--- src/rtl/id_ex_operand_stage.sv ---
// ID/EX pipeline register: forwards rs/rt, decodes the ALU controls and builds the
// immediate, then holds the result in a one-entry valid/ready stage with stall and flush.
module id_ex_operand_stage (
  input  logic        clk,
  input  logic        rst_n,
  input  logic        in_valid,
  output logic        in_ready,
  input  logic [31:0] instr,
  input  logic [31:0] rs_data,
  input  logic [31:0] rt_data,
  input  logic        exm_wr_en,
  input  logic [4:0]  exm_rd,
  input  logic [31:0] exm_result,
  input  logic        mwb_wr_en,
  input  logic [4:0]  mwb_rd,
  input  logic [31:0] mwb_result,
  input  logic        flush,
  output logic        out_valid,
  input  logic        out_ready,
  output logic [31:0] a,
  output logic [31:0] b,
  output logic [2:0]  S,
  output logic        sign1,
  output logic        sign2,
  output logic [4:0]  rd,
  output logic        reg_wr,
  output logic        mem_rd,
  output logic        mem_wr,
  output logic        branch,
  output logic [31:0] store_data,
  output logic        illegal
);
  localparam int unsigned XLEN = 32;
  localparam int unsigned RW   = 5;

  logic [5:0]      opcode, funct;
  logic [RW-1:0]   rs_idx, rt_idx;
  logic [XLEN-1:0] fwd_rs, fwd_rt, sext_imm, zext_imm;
  logic [XLEN-1:0] n_a, n_b;
  logic [2:0]      n_s;
  logic            n_sign1, n_sign2, n_reg_wr, n_mem_rd, n_mem_wr, n_branch, n_illegal;
  logic [RW-1:0]   n_rd;
  logic            capture;

  assign opcode   = instr[31:26];
  assign rs_idx   = instr[25:21];
  assign rt_idx   = instr[20:16];
  assign funct    = instr[5:0];
  assign sext_imm = {{16{instr[15]}}, instr[15:0]};
  assign zext_imm = {16'h0000, instr[15:0]};

  assign in_ready = !out_valid || out_ready;
  assign capture  = in_valid && in_ready && !flush;

  // EX/MEM takes precedence over MEM/WB; register 0 always reads the register file.
  always_comb begin
    fwd_rs = rs_data;
    fwd_rt = rt_data;
    if (mwb_wr_en && mwb_rd == rs_idx && rs_idx != '0) fwd_rs = mwb_result;
    if (exm_wr_en && exm_rd == rs_idx && rs_idx != '0) fwd_rs = exm_result;
    if (mwb_wr_en && mwb_rd == rt_idx && rt_idx != '0) fwd_rt = mwb_result;
    if (exm_wr_en && exm_rd == rt_idx && rt_idx != '0) fwd_rt = exm_result;
  end

  always_comb begin
    n_a       = '0;
    n_b       = '0;
    n_s       = 3'b000;
    n_sign1   = 1'b0;
    n_sign2   = 1'b0;
    n_rd      = '0;
    n_reg_wr  = 1'b0;
    n_mem_rd  = 1'b0;
    n_mem_wr  = 1'b0;
    n_branch  = 1'b0;
    n_illegal = 1'b0;
    if (opcode == 6'h00) begin
      n_a      = fwd_rs;
      n_b      = fwd_rt;
      n_rd     = instr[15:11];
      n_reg_wr = 1'b1;
      case (funct)
        6'h20: begin n_s = 3'b000; n_sign1 = 1'b1; n_sign2 = 1'b1; end
        6'h21: n_s = 3'b000;
        6'h22: begin n_s = 3'b001; n_sign1 = 1'b1; n_sign2 = 1'b1; end
        6'h23: n_s = 3'b001;
        6'h24: n_s = 3'b010;
        6'h25: n_s = 3'b011;
        6'h26: n_s = 3'b100;
        6'h2A: begin n_s = 3'b101; n_sign1 = 1'b1; n_sign2 = 1'b1; end
        6'h00: begin n_s = 3'b110; n_a = fwd_rt; n_b = XLEN'(instr[10:6]); end
        6'h02: begin n_s = 3'b111; n_a = fwd_rt; n_b = XLEN'(instr[10:6]); end
        default: begin
          n_a       = '0;
          n_b       = '0;
          n_rd      = '0;
          n_reg_wr  = 1'b0;
          n_illegal = 1'b1;
        end
      endcase
    end else begin
      n_a  = fwd_rs;
      n_rd = rt_idx;
      case (opcode)
        6'h08: begin n_b = sext_imm; n_sign1 = 1'b1; n_sign2 = 1'b1; n_reg_wr = 1'b1; end
        6'h0C: begin n_s = 3'b010; n_b = zext_imm; n_reg_wr = 1'b1; end
        6'h0D: begin n_s = 3'b011; n_b = zext_imm; n_reg_wr = 1'b1; end
        6'h0A: begin
          n_s = 3'b101; n_b = sext_imm; n_sign1 = 1'b1; n_sign2 = 1'b1; n_reg_wr = 1'b1;
        end
        6'h23: begin n_b = sext_imm; n_mem_rd = 1'b1; n_reg_wr = 1'b1; end
        6'h2B: begin n_b = sext_imm; n_mem_wr = 1'b1; end
        6'h04: begin n_s = 3'b001; n_b = fwd_rt; n_branch = 1'b1; end
        default: begin
          n_a       = '0;
          n_rd      = '0;
          n_illegal = 1'b1;
        end
      endcase
    end
  end

  // Flush beats capture; payload only moves on capture, so a drain or stall holds it.
  always_ff @(posedge clk or negedge rst_n) begin
    if (!rst_n) begin
      out_valid  <= 1'b0;
      a          <= '0;
      b          <= '0;
      S          <= 3'b000;
      sign1      <= 1'b0;
      sign2      <= 1'b0;
      rd         <= '0;
      reg_wr     <= 1'b0;
      mem_rd     <= 1'b0;
      mem_wr     <= 1'b0;
      branch     <= 1'b0;
      store_data <= '0;
      illegal    <= 1'b0;
    end else begin
      if (flush)          out_valid <= 1'b0;
      else if (capture)   out_valid <= 1'b1;
      else if (out_ready) out_valid <= 1'b0;
      if (capture) begin
        a          <= n_a;
        b          <= n_b;
        S          <= n_s;
        sign1      <= n_sign1;
        sign2      <= n_sign2;
        rd         <= n_rd;
        reg_wr     <= n_reg_wr;
        mem_rd     <= n_mem_rd;
        mem_wr     <= n_mem_wr;
        branch     <= n_branch;
        store_data <= fwd_rt;
        illegal    <= n_illegal;
      end
    end
  end
endmodule

--- config.mk ---
export PLATFORM = sky130hd
export DESIGN_NAME = id_ex_operand_stage
export DESIGN_NICKNAME = d
export VERILOG_FILES = /design/src/rtl/id_ex_operand_stage.sv
export SDC_FILE = /design/constraint.sdc
export NUM_CORES = 1
export LEC_CHECK = 0
export ABC_AREA = 1
export BUFFER_PORTS_ARGS = -buffer_cell sky130_fd_sc_hd__clkbuf_2
export CORE_MARGIN = 4
export CORE_UTILIZATION = 50
export CTS_BUF_LIST = sky130_fd_sc_hd__clkbuf_16
export DETAILED_ROUTE_END_ITERATION = 8
export PLACE_DENSITY = 0.81
export SYNTH_ARGS = -nofsm -noshare
export SYNTH_HDL_FRONTEND = slang
export SYNTH_SLANG_ARGS = --single-unit
--- constraint.sdc ---
create_clock -name clk -period 1.7 [get_ports clk]
set_input_delay 0 -clock clk [delete_from_list [all_inputs] [get_ports clk]]
set_output_delay 0 -clock clk [all_outputs]
set_load 0.005 [all_outputs]
After elaboration in Yosys (flattened, before gate mapping). Cells that the tools add are included.

Equality and inequality tests: 20. Multiplexer cells: 34. Reduce and logical (&&, ||, !) cells: 28.

Operators with widths (number): $mux 32 (7); $pmux 32 s2 (2); $pmux 32 s3 (1); $eq 6x6->1 const B (10); $eq 6x4->1 const B (4); $pmux 3 s7 (1); $eq 5x5->1 (4); $mux 1 (18); $mux 5 (3); $logic_not 6->1 (2); $pmux 3 s4 (1); $logic_and 1x1->1 (10); $reduce_bool 5->1 (2); $reduce_or 10->1 (1); $reduce_or 2->1 (4); $reduce_or 8->1 (1); $reduce_or 7->1 (1); $eq 6x2->1 const B (1); $eq 6x3->1 const B (1); $reduce_or 5->1 (1); $reduce_or 4->1 (1); $mux 3 (1); $reduce_bool 3->1 (1); $reduce_or 3->1 (1); other kinds (2) (3).

Bits in registers: 111. Bits of input ports: 177. Output and inout bits: 113. Logic and storage cells: 94.

Depth between registers and ports, before layout. Gate-level depths: netlist (run 1).

Word-level depth: 7. Depth in mapped cells: 15. Gate-level depth less buffers: 14.

Least setup slack after synthesis (run 1). No wires, ideal clock.

Path type: flip-flop to flip-flop. Start: reg out_valid. End: reg b[16]. Setup time: 0.113 ns. Data arrival time: 1.345 ns. Data required time: 1.587 ns. Slack: 0.242 ns. Stages on the path, launching flop included: 10. Buffers on the path: 1. Clock period less this slack: 1.458 ns. Cells stage by stage: dfrtp_1 inv_1 nor2_1 nor3_1 inv_1 clkbuf_1 a21oi_2 nand3_1 nand2_1 inv_1.

Longest elaborated chain between the ends: 4.

RTL lines: from (decl) (RTL line 18) `output logic out_valid,`; from (signal assigned) (RTL line 126) `out_valid <= 1'b0;`; from (signal assigned) (RTL line 140) `if (flush) out_valid <= 1'b0;`; from (signal assigned) (RTL line 141) `else if (capture) out_valid <= 1'b1;`; $logic_not 1->1 (RTL line 52) `assign in_ready = !out_valid || out_ready;`; $logic_or 1x1->1 (RTL line 52); $logic_and 1x1->1 (2 in series) (RTL line 53) `assign capture = in_valid && in_ready && !flush;`; to (signal assigned) (RTL line 145) `b <= n_b;`; to (decl) (RTL line 21) `output logic [31:0] b,`.

No other way between the ends. A chain may end at the register's enable or synchronous reset.

Final worst setup path (run 1).
Start: reg out_valid. End: reg b[7].

Same word-level chain as after synthesis.

==> results of run 1 <==
[power by group]
group | total, uW | switching (uW) | leakage, uW | internal, uW
registers | 3160 | 220 | 0.00142 | 2940
clock network | 2140 | 1010 | 0.000138 | 1120
logic | 1950 | 1120 | 0.00456 | 829
[cell families after synthesis]
logic type / Yosys count / share of synthesized area
buf+inv: 206 / 0.113
flops: 111 / 0.344
compound gates: 57 / 0.0388
simple gates: 864 / 0.500
xor+xnor: 4 / 0.00434
[cell type report]
class	count	area [um^2]	area share
clock buffer	9	225	0.0217
clock inverter	6	53.8	0.00519
inverter	140	539	0.0521
multi-input combinational	925	4410	0.426
sequential	111	2780	0.268
tap	216	270	0.0261
timing repair buffer	342	2080	0.201
[critical path, delay by kind of cell (launching register included)]
| family | cells | cell delay [ns] |
|---|---|---|
| flops | 1 | 0.38 |
| simple gates | 4 | 0.47 |
| buf+inv | 4 | 0.49 |
| compound gates | 1 | 0.21 |
[state kept, by name, indices dropped and copies added, names as in the netlist]
signal	cells
illegal	1
out_valid	1
mem_rd	1
branch	1
rd	5
sign2	1
a	32
mem_wr	1
S	3
b	32
reg_wr	1
store_data	32
[path summary, 6_finish.rpt]
check	end
setup / recovery	b[7]$_DFFE_PN0P_
hold / removal	a[28]$_DFFE_PN0P_
setup reg to reg	b[7]$_DFFE_PN0P_
hold reg to reg	a[7]$_DFFE_PN0P_
max in group asynchronous	b[9]$_DFFE_PN0P_
min in group asynchronous	a[18]$_DFFE_PN0P_
[per-stage QoR]
stage / total power, uW / cell area (um^2) / std cells / TNS (ns) / hold WS [ns]
6_report: 7240 / 10400 / 1749 / 0 / 0.0118
2_1_floorplan: 4080 / 8070 / 1242 / 0 / -0.296
3_5_place_dp: 5070 / 9850 / 1720 / 0 / 0.0607
5_1_grt: 7600 / 10400 / 1749 / -0.243 / 0.0139
4_1_cts: 7200 / 10200 / 1746 / 0 / 0.00446
3_3_place_gp: 5030 / 9850 / 1720 / 0 / 0.0540
[layer usage]
metal | track usage | up-vias
met5 | 0 | -
met4 | 0.135 | 0
met3 | 0.0518 | 100
met2 | 0.544 | 674
met1 | 0.409 | 4362
li1 | - | 4538
[cell usage after synthesis, drive strengths merged (3+ instances only)]
| cell type | number | area, um^2 |
|---|---|---|
| o21ai | 12 | 60.1 |
| xnor2 | 3 | 26.3 |
| nand3 | 287 | 1520 |
| dfrtp | 111 | 2780 |
| clkbuf | 16 | 63.8 |
| or2 | 26 | 163 |
| a21oi | 37 | 193 |
| inv | 140 | 526 |
| nand3b | 27 | 203 |
| nand2 | 462 | 1770 |
| buf | 50 | 324 |
| nand4 | 18 | 113 |
| nor2 | 41 | 235 |
| nor3 | 3 | 31.3 |
[timing repair]
| item | CTS | global route |
|---|---|---|
| setup endpoints to repair | 3 | 59 |
| endpoints found under the hold margin | 117 | 0 |
| cloned | 0 | 2 |
| setup buffers | 1 | 1 |
| gates resized for setup | 0 | 12 |
| pin swaps | 0 | 1 |
| hold buffers | 10 | 0 |
==> results.py, run 1 <==
metrics = {
    "global_routing": {
        "grt_max_degree": 74,
        "gr-usage-all-layers": 0.321,
        "grt_pass1_vias": 9227,
        "antenna_found_initial": 0,
        "grt_pass1_wl_mm": 46.7,
        "grt-ovfl-total": 0,
    },
    "timing": {
        "worst_pin_slew_ns": 0.565,
        "finalCritPeriodShare": 0.973,
        "skew_ns": 0.00529,
        "rsz0062_at_grt": "true",
        "drv_slew": 0,
        "slew_headroom": 0.624,
        "final_hold_viol_count": 0,
        "period_minus_slack_ns": 1.65,
        "max_freq_mhz": 605,
        "setup_ws_ns": 0.0467,
        "setup_violations": 0,
    },
    "layout": {
        "layout_common_cells": "nand2_1, clkbuf_2, nand3_1, inv_1, dfrtp_1",
        "nets": 1706,
        "area_growth_pct": 28.3,
        "final_common_cell": "nand2_1",
        "fillers": 1460,
        "drive_above_1_share": 0.280,
        "n_antenna_cell": 0,
        "fin_util": 0.654,
    },
    "critical_path": {
        "crit_type": "reg -> reg",
        "path_common_cell": "inv_1",
        "critical-path-max-stage-delay_ns": 0.38,
        "critPathMaxFanout": 7,
        "slowest_stage": "dfrtp_1",
        "endpoint_kind": "flop",
        "cp_cell_sequence": "inv_1 > nor2_1 > nor3_2 > bufinv_8 > buf_4 > a21oi_1 > nand3_1 > nand2_1 > inv_1",
        "worst-r2r-cell-count": 9,
        "crit_arrival_ns": 1.91,
        "crit_path_start": "out_valid$_DFFE_PN0P_",
        "start_kind": "flop",
        "worstReg2RegStart": "out_valid$_DFFE_PN0P_",
        "r2r_slack_ns": 0.05,
        "cp.required_ns": 1.96,
    },
    "place": {
        "hpwlAfterDp_mm": 22.0,
        "post-place-ws_ns": 0.00733,
        "io_buffers": 289,
        "gp_congestion": 0.977,
    },
    "logic_synthesis": {
        "ys.flop_type": "dfrtp_1",
        "ys_warn_count": 0,
        "seq_area_frac_synth": 0.344,
        "synth_fp_nets": 1419,
        "synth-seq-cells": 111,
        "ys_async_sr_fraction": 1.00,
        "avgSynthCellArea_um2": 6.50,
        "netlist_instances": 1242,
        "syn_area_um2": 8070,
        "synth.distinct_cells": 36,
        "synth_edf_count": 0,
    },
    "hold_path": {
        "min_path_cells": 5,
        "holdCritPathClass": "in -> reg",
        "min_from": "exm_result[28]",
    },
    "cts": {
        "cts_sinks": 111,
        "clock_path_buffers": 2,
        "clkLatencyLatePin_ns": 0.36,
        "path_clk_slew_ns": 0.07,
        "cts_tree": "built",
        "numCtsBuffers": 9,
        "cts_root_buf": "clkbuf_16",
        "h-tree-depth": 3,
    },
    "die": {
        "start_util": 0.510,
        "std_cell_rows": 46,
        "die_height_um": 135,
        "core_um2": 15800,
        "dieArea_um2": 18200,
        "ios": 290,
        "floorplan.die.width_um": 135,
    },
    "pwr": {
        "p_leak_uw": 0.00612,
        "peakVddDrop_v": 0.000531,
        "p_per_area_nw_per_um2": 699,
    },
    "drt": {
        "dr.pass1.iters": 7,
        "routedLengthMet1_mm": 11.5,
        "initialDrtViolationCount": 1147,
        "wl_met3_mm": 3.37,
        "drc": 0,
        "highest_layer": "met4",
        "num_vias": 9674,
        "met2_length_mm": 14.3,
        "drt-total-wl_mm": 30.2,
        "wl_per_cell_um": 17.2,
        "viasPerCell": 5.53,
        "drtAntennaViolNets": 0,
    },
    "status": {
        "outcome": "completed",
    },
    "flow_run": {
        "maxCapViolCount": 0,
    },
}
No activity file was read; power rests on OpenSTA's default activity.
==> inputs of run 2 (changes only) <==
- REMOVE_ABC_BUFFERS: unset -> 1
==> run 2 against run 1 <==
Against the previous run: the flow now finishes with violations (hold timing); sequential share of layout area is 0.36 points lower; sequential power hardly changed; utilization is 0.89 points higher; critical path depth is 2 higher; die area stayed put; combinational power hardly changed; via count is 0.94% higher; count of clock-buffer cells in the layout stayed put; non-clock buffer count is 16 higher; critical path type unchanged.
==> results.py, run 2 (same netlist as run 1, synthesis figures left out) <==
metrics = {
    "die": {
        "ios": 290,
        "std_cell_rows": 46,
        "core_um2": 15800,
        "dieArea_um2": 18200,
        "floorplan.die.width_um": 135,
        "start_util": 0.510,
        "die_height_um": 135,
    },
    "layout": {
        "area_growth_pct": 30.1,
        "layout_common_cells": "nand2_1, clkbuf_2, nand3_1, inv_1, dfrtp_1",
        "n_antenna_cell": 0,
        "drive_above_1_share": 0.288,
        "fin_util": 0.663,
        "nets": 1724,
        "top_regs": "a (32), b (32), store_data (32)",
        "final_common_cell": "nand2_1",
    },
    "critical_path": {
        "crit_arrival_ns": 1.88,
        "crit_type": "reg -> reg",
        "endpoint_kind": "flop",
        "worst-r2r-cell-count": 11,
        "path_depth": 11,
        "crit_family": "buffers and inverters",
        "path_common_cell": "buf_4",
        "cp.required_ns": 1.95,
        "slowest_stage": "dfrtp_1",
        "cp_cell_sequence": "inv_1 > nor2_2 > nor3_4 > buf_4 > inv_4 > buf_4 > a21oi_2 > buf_4 > nand3_1 > nand2_1 > inv_1",
        "critical-path-max-stage-delay_ns": 0.38,
        "critPathMaxFanout": 10,
        "path_buf_inv": 6,
        "start_kind": "flop",
    },
    "drt": {
        "drt-total-wl_mm": 30.1,
        "drtAntennaViolNets": 0,
        "initialDrtViolationCount": 1033,
        "drc": 0,
        "num_vias": 9765,
        "viasPerCell": 5.52,
        "dr.pass1.iters": 8,
        "wl_per_cell_um": 17.0,
    },
    "cts": {
        "path_clk_slew_ns": 0.08,
        "clock_path_buffers": 2,
        "h-tree-depth": 3,
        "clkLatencyLatePin_ns": 0.36,
        "numCtsBuffers": 9,
        "cts_tree": "built",
        "cts_sinks": 111,
        "cts_root_buf": "clkbuf_16",
    },
    "hold_path": {
        "min_path_cells": 3,
        "holdCritPathClass": "in -> reg",
    },
    "global_routing": {
        "gr-usage-all-layers": 0.309,
        "grt_pass1_vias": 9033,
        "antenna_found_initial": 0,
        "grt_max_degree": 108,
        "grt-ovfl-total": 0,
        "grt_pass1_wl_mm": 45.2,
    },
    "place": {
        "hpwlAfterDp_mm": 21.1,
        "io_buffers": 289,
        "gp_congestion": 0.911,
    },
    "timing": {
        "max_freq_mhz": 612,
        "final_hold_viol_count": 1,
        "tns_ns": 0,
        "slew_headroom": 0.551,
        "finalCritPeriodShare": 0.961,
        "period_minus_slack_ns": 1.63,
        "drv_slew": 0,
        "skew_ns": 0.00499,
        "whs_ns": -0.00275,
        "worst_pin_slew_ns": 0.674,
        "setup_violations": 0,
    },
    "pwr": {
        "peakVddDrop_v": 0.000494,
        "p_per_area_nw_per_um2": 688,
        "p_leak_uw": 0.00622,
    },
    "status": {
        "outcome": "finished, violations left",
        "violations": "hold timing",
    },
    "flow_run": {
        "maxCapViolCount": 0,
    },
}
[run 2: cell count changes in the layout (fill, tap and decap cells not counted), sizes merged]
cell	change
buf	+13
dlygate4sd3	+3
bufinv	-2
clkbuf	-2
clkinv	+2
dlymetal6s4s	+2
inv	+2
nand2	+2
clkinvlp	-1
[run 2: final cells by class]
cell class | count | area, um^2
well taps | 216 | 270
fillers | 1460 | 5330
flip-flops and latches | 111 | 2780
inverters | 140 | 528
repair buffers | 358 | 2200
clock buffers | 9 | 225
multi-input cells | 927 | 4440
clock inverters | 7 | 55.1
[run 2: power by group]
group          internal (uW)  switching (uW)
Sequential              2940             215
Combinational            845            1130
Clock                   1010            1080
Total                   4800            2420
[run 2: final timing paths]
kind                                            startpoint                          to  slack (ns)
worst max register to register       out_valid$_DFFE_PN0P_           b[25]$_DFFE_PN0P_        0.07
worst min register to register  store_data[13]$_DFFE_PN0P_  store_data[13]$_DFFE_PN0P_        0.49
worst min-delay path                             instr[16]           rd[0]$_DFFE_PN0P_      -0.003
max in group asynchronous                            rst_n           a[17]$_DFFE_PN0P_        0.94
worst max-delay path                 out_valid$_DFFE_PN0P_           b[25]$_DFFE_PN0P_        0.07
min in group asynchronous                            rst_n       out_valid$_DFFE_PN0P_        0.19
[run 2: per-stage QoR]
| stage | setup WS (ns) | cells | total power (uW) | instance area [um^2] |
|---|---|---|---|---|
| final | 0.0671 | 1768 | 7220 | 10500 |
| after global routing | -0.0263 | 1768 | 7580 | 10500 |
| after CTS | 0.0202 | 1758 | 7150 | 10300 |
| after detailed placement | -0.0540 | 1727 | 5040 | 9850 |
| after global placement | -0.0190 | 1727 | 5000 | 9850 |
| after floorplan | -9.11 | 1176 | 4030 | 7680 |
[run 2: repair_timing]
item / CTS / global route
endpoints found under the setup margin: 11 / 76
gates cloned: 0 / 4
setup buffers: 0 / 8
gates resized for setup: 1 / 20
pin swaps: 0 / 2
hold buffers: 15 / 0
endpoints found under the hold margin: 122 / 0
[run 2: worst reg2reg max path, delay by kind of cell (launching register included)]
family          cells  cell delay, ns
flops               1            0.38
buf+inv             6            0.70
simple gates        4            0.35
compound gates      1            0.10
[run 2: layer usage]
layer / up-vias / share of wire / global-route usage
met2: 635 / 0.48 / 0.519
met4: 0 / 0.039 / 0.129
met1: 4440 / 0.39 / 0.404
met3: 104 / 0.095 / 0.0417
met5: - / 0 / 0
li1: 4586 / - / -
==> inputs of run 3 (changes only) <==
- CORE_MARGIN: 4 -> 8
==> run 3 against run 2 <==
Against the previous run: the run now ends clean; design area down 1.3%; hold slack gained 0.024 ns; sequential share of layout area increased by 0.34 points; largest cell class unchanged; largest power group unchanged.
==> results.py, run 3 (same netlist as run 1, synthesis figures left out) <==
metrics = {
    "timing": {
        "max_freq_mhz": 630,
        "drv_slew": 0,
        "final_hold_viol_count": 0,
        "tns_ns": 0,
        "setup_violations": 0,
        "worst_pin_slew_ns": 0.498,
        "setup_ws_ns": 0.112,
        "period_minus_slack_ns": 1.59,
        "finalCritPeriodShare": 0.934,
        "whs_ns": 0.0214,
        "slew_headroom": 0.668,
        "rsz0062_at_grt": "true",
        "skew_ns": 0.00617,
    },
    "critical_path": {
        "r2r-end": "b[0]$_DFFE_PN0P_",
        "worstReg2RegStart": "out_valid$_DFFE_PN0P_",
        "endpoint_kind": "flop",
        "start_kind": "flop",
        "r2r_slack_ns": 0.11,
        "cp.required_ns": 1.96,
        "worst-r2r-cell-count": 9,
        "crit_path_start": "out_valid$_DFFE_PN0P_",
        "crit_type": "reg -> reg",
        "critPathMaxFanout": 35,
        "crit_arrival_ns": 1.84,
    },
    "die": {
        "ios": 290,
        "die_height_um": 143,
        "dieArea_um2": 20500,
        "start_util": 0.510,
        "core_um2": 15800,
        "std_cell_rows": 46,
        "floorplan.die.width_um": 143,
    },
    "drt": {
        "num_vias": 9598,
        "dr.pass1.iters": 5,
        "drtAntennaViolNets": 0,
        "wl_per_cell_um": 17.3,
        "viasPerCell": 5.45,
        "initialDrtViolationCount": 900,
        "drc": 0,
        "drt-total-wl_mm": 30.5,
    },
    "pwr": {
        "p_per_area_nw_per_um2": 703,
        "clockPowerShare": 0.303,
        "combPwrFrac": 0.267,
        "internal-power_uw": 4920,
        "seqPwrFrac": 0.431,
        "p_sw_uw": 2370,
        "p_total_uw": 7290,
        "p_leak_uw": 0.00613,
        "peakVddDrop_v": 0.000479,
        "netSwitchingFraction": 0.325,
    },
    "global_routing": {
        "gr-usage-all-layers": 0.299,
        "antenna_found_initial": 1,
        "grt_max_degree": 44,
        "grt_pass1_vias": 9489,
        "grt-ovfl-total": 0,
        "grt_pass1_wl_mm": 48.6,
    },
    "place": {
        "io_buffers": 289,
        "hpwlAfterDp_mm": 22.6,
        "dp.cells": 1726,
        "post-place-ws_ns": 0.103,
        "gp_congestion": 0.935,
    },
    "layout": {
        "area_growth_pct": 28.4,
        "layout.cells.non_filler": 1760,
        "drive_above_1_share": 0.279,
        "top_regs": "a (32), b (32), store_data (32)",
        "final_common_cell": "nand2_1",
        "fillers": 1428,
        "layout_common_cells": "nand2_1, clkbuf_2, nand3_1, inv_1, dfrtp_1",
        "nets": 1716,
        "multiInputGateArea_um2": 4390,
        "regArea_um2": 2780,
    },
    "hold_path": {
        "holdCritPathClass": "in -> reg",
        "whs_endpoint": "store_data[22]$_DFFE_PN0P_",
        "min_path_cells": 5,
        "min_from": "rt_data[22]",
    },
    "cts": {
        "clkLatencyLatePin_ns": 0.35,
        "path_clk_slew_ns": 0.08,
        "clock_path_buffers": 2,
        "cts_root_buf": "clkbuf_16",
        "numCtsBuffers": 9,
        "cts_tree": "built",
        "cts_sinks": 111,
        "h-tree-depth": 3,
    },
    "flow_run": {
        "maxCapViolCount": 0,
    },
    "status": {
        "outcome": "completed",
    },
}
## run 3: cell types whose count changed in the layout (fill, tap and decap cells not counted), sizes merged
cell	before	now
bufinv	0	2
buf	55	46
diode	0	1
clkinv	5	1
dlygate4sd3	13	18
dlymetal6s4s	2	0
clkinvlp	0	1
nand2	464	462
## run 3: critical path, stage by stage (launching register included)
cell	delay [ns]
dfrtp_1	0.39
inv_1	0.06
nor2_1	0.05
nor3_2	0.19
buf_4	0.39
nand2_1	0.10
a21oi_1	0.12
nand3_1	0.09
nand2_1	0.06
inv_1	0.04
## run 3: what timing repair did
| action | 4_1_cts | 5_1_grt |
|---|---|---|
| hold buffers | 18 | 0 |
| setup endpoints to repair | 0 | 22 |
| gates resized for setup | 0 | 2 |
| setup buffers | 0 | 0 |
| endpoints found under the hold margin | 124 | 0 |
## run 3: final cells by class
cell class	instances	area share
antenna	1	0.000241
timing repair buffer	352	0.202
clock buffer	9	0.0217
tap	216	0.0261
sequential	111	0.268
multi-input combinational	925	0.423
inverter	140	0.0520
clock inverter	6	0.00652
## run 3: power groups by stage
stage / logic, uW / registers [uW] / clock network, uW
detailed placement: 1890 / 3180 / 0
finish: 1940 / 3140 / 2210
global placement: 1860 / 3180 / 0
floorplan: 868 / 3170 / 0
global route: 2160 / 3170 / 2310
CTS: 1940 / 3130 / 2220
## run 3: layer usage
layer	track usage	up-vias	wire length (um)
li1	-	4565	-
met1	0.356	4332	11400
met2	0.500	595	14300
met3	0.0758	104	3520
met4	0.129	2	1240
met5	0	-	13
## run 3: worst max-delay path by stage
stage / depth (start not counted) / slack, ns / to
detailed placement: 12 / 0.10 / b[3]$_DFFE_PN0P_
global route: 9 / -0.04 / b[11]$_DFFE_PN0P_
CTS: 9 / 0.1 / b[28]$_DFFE_PN0P_
floorplan: 8 / -9.11 / b[16]$_DFFE_PN0P_
global placement: 9 / 0.16 / b[11]$_DFFE_PN0P_
finish: 9 / 0.11 / b[0]$_DFFE_PN0P_
## run 3: per-stage QoR
step / instance area [um^2] / util
finish: 10400 / 0.655
global route: 10400 / 0.655
CTS: 10300 / 0.654
detailed placement: 9870 / 0.624
global placement: 9870 / 0.624
floorplan: 7680 / -
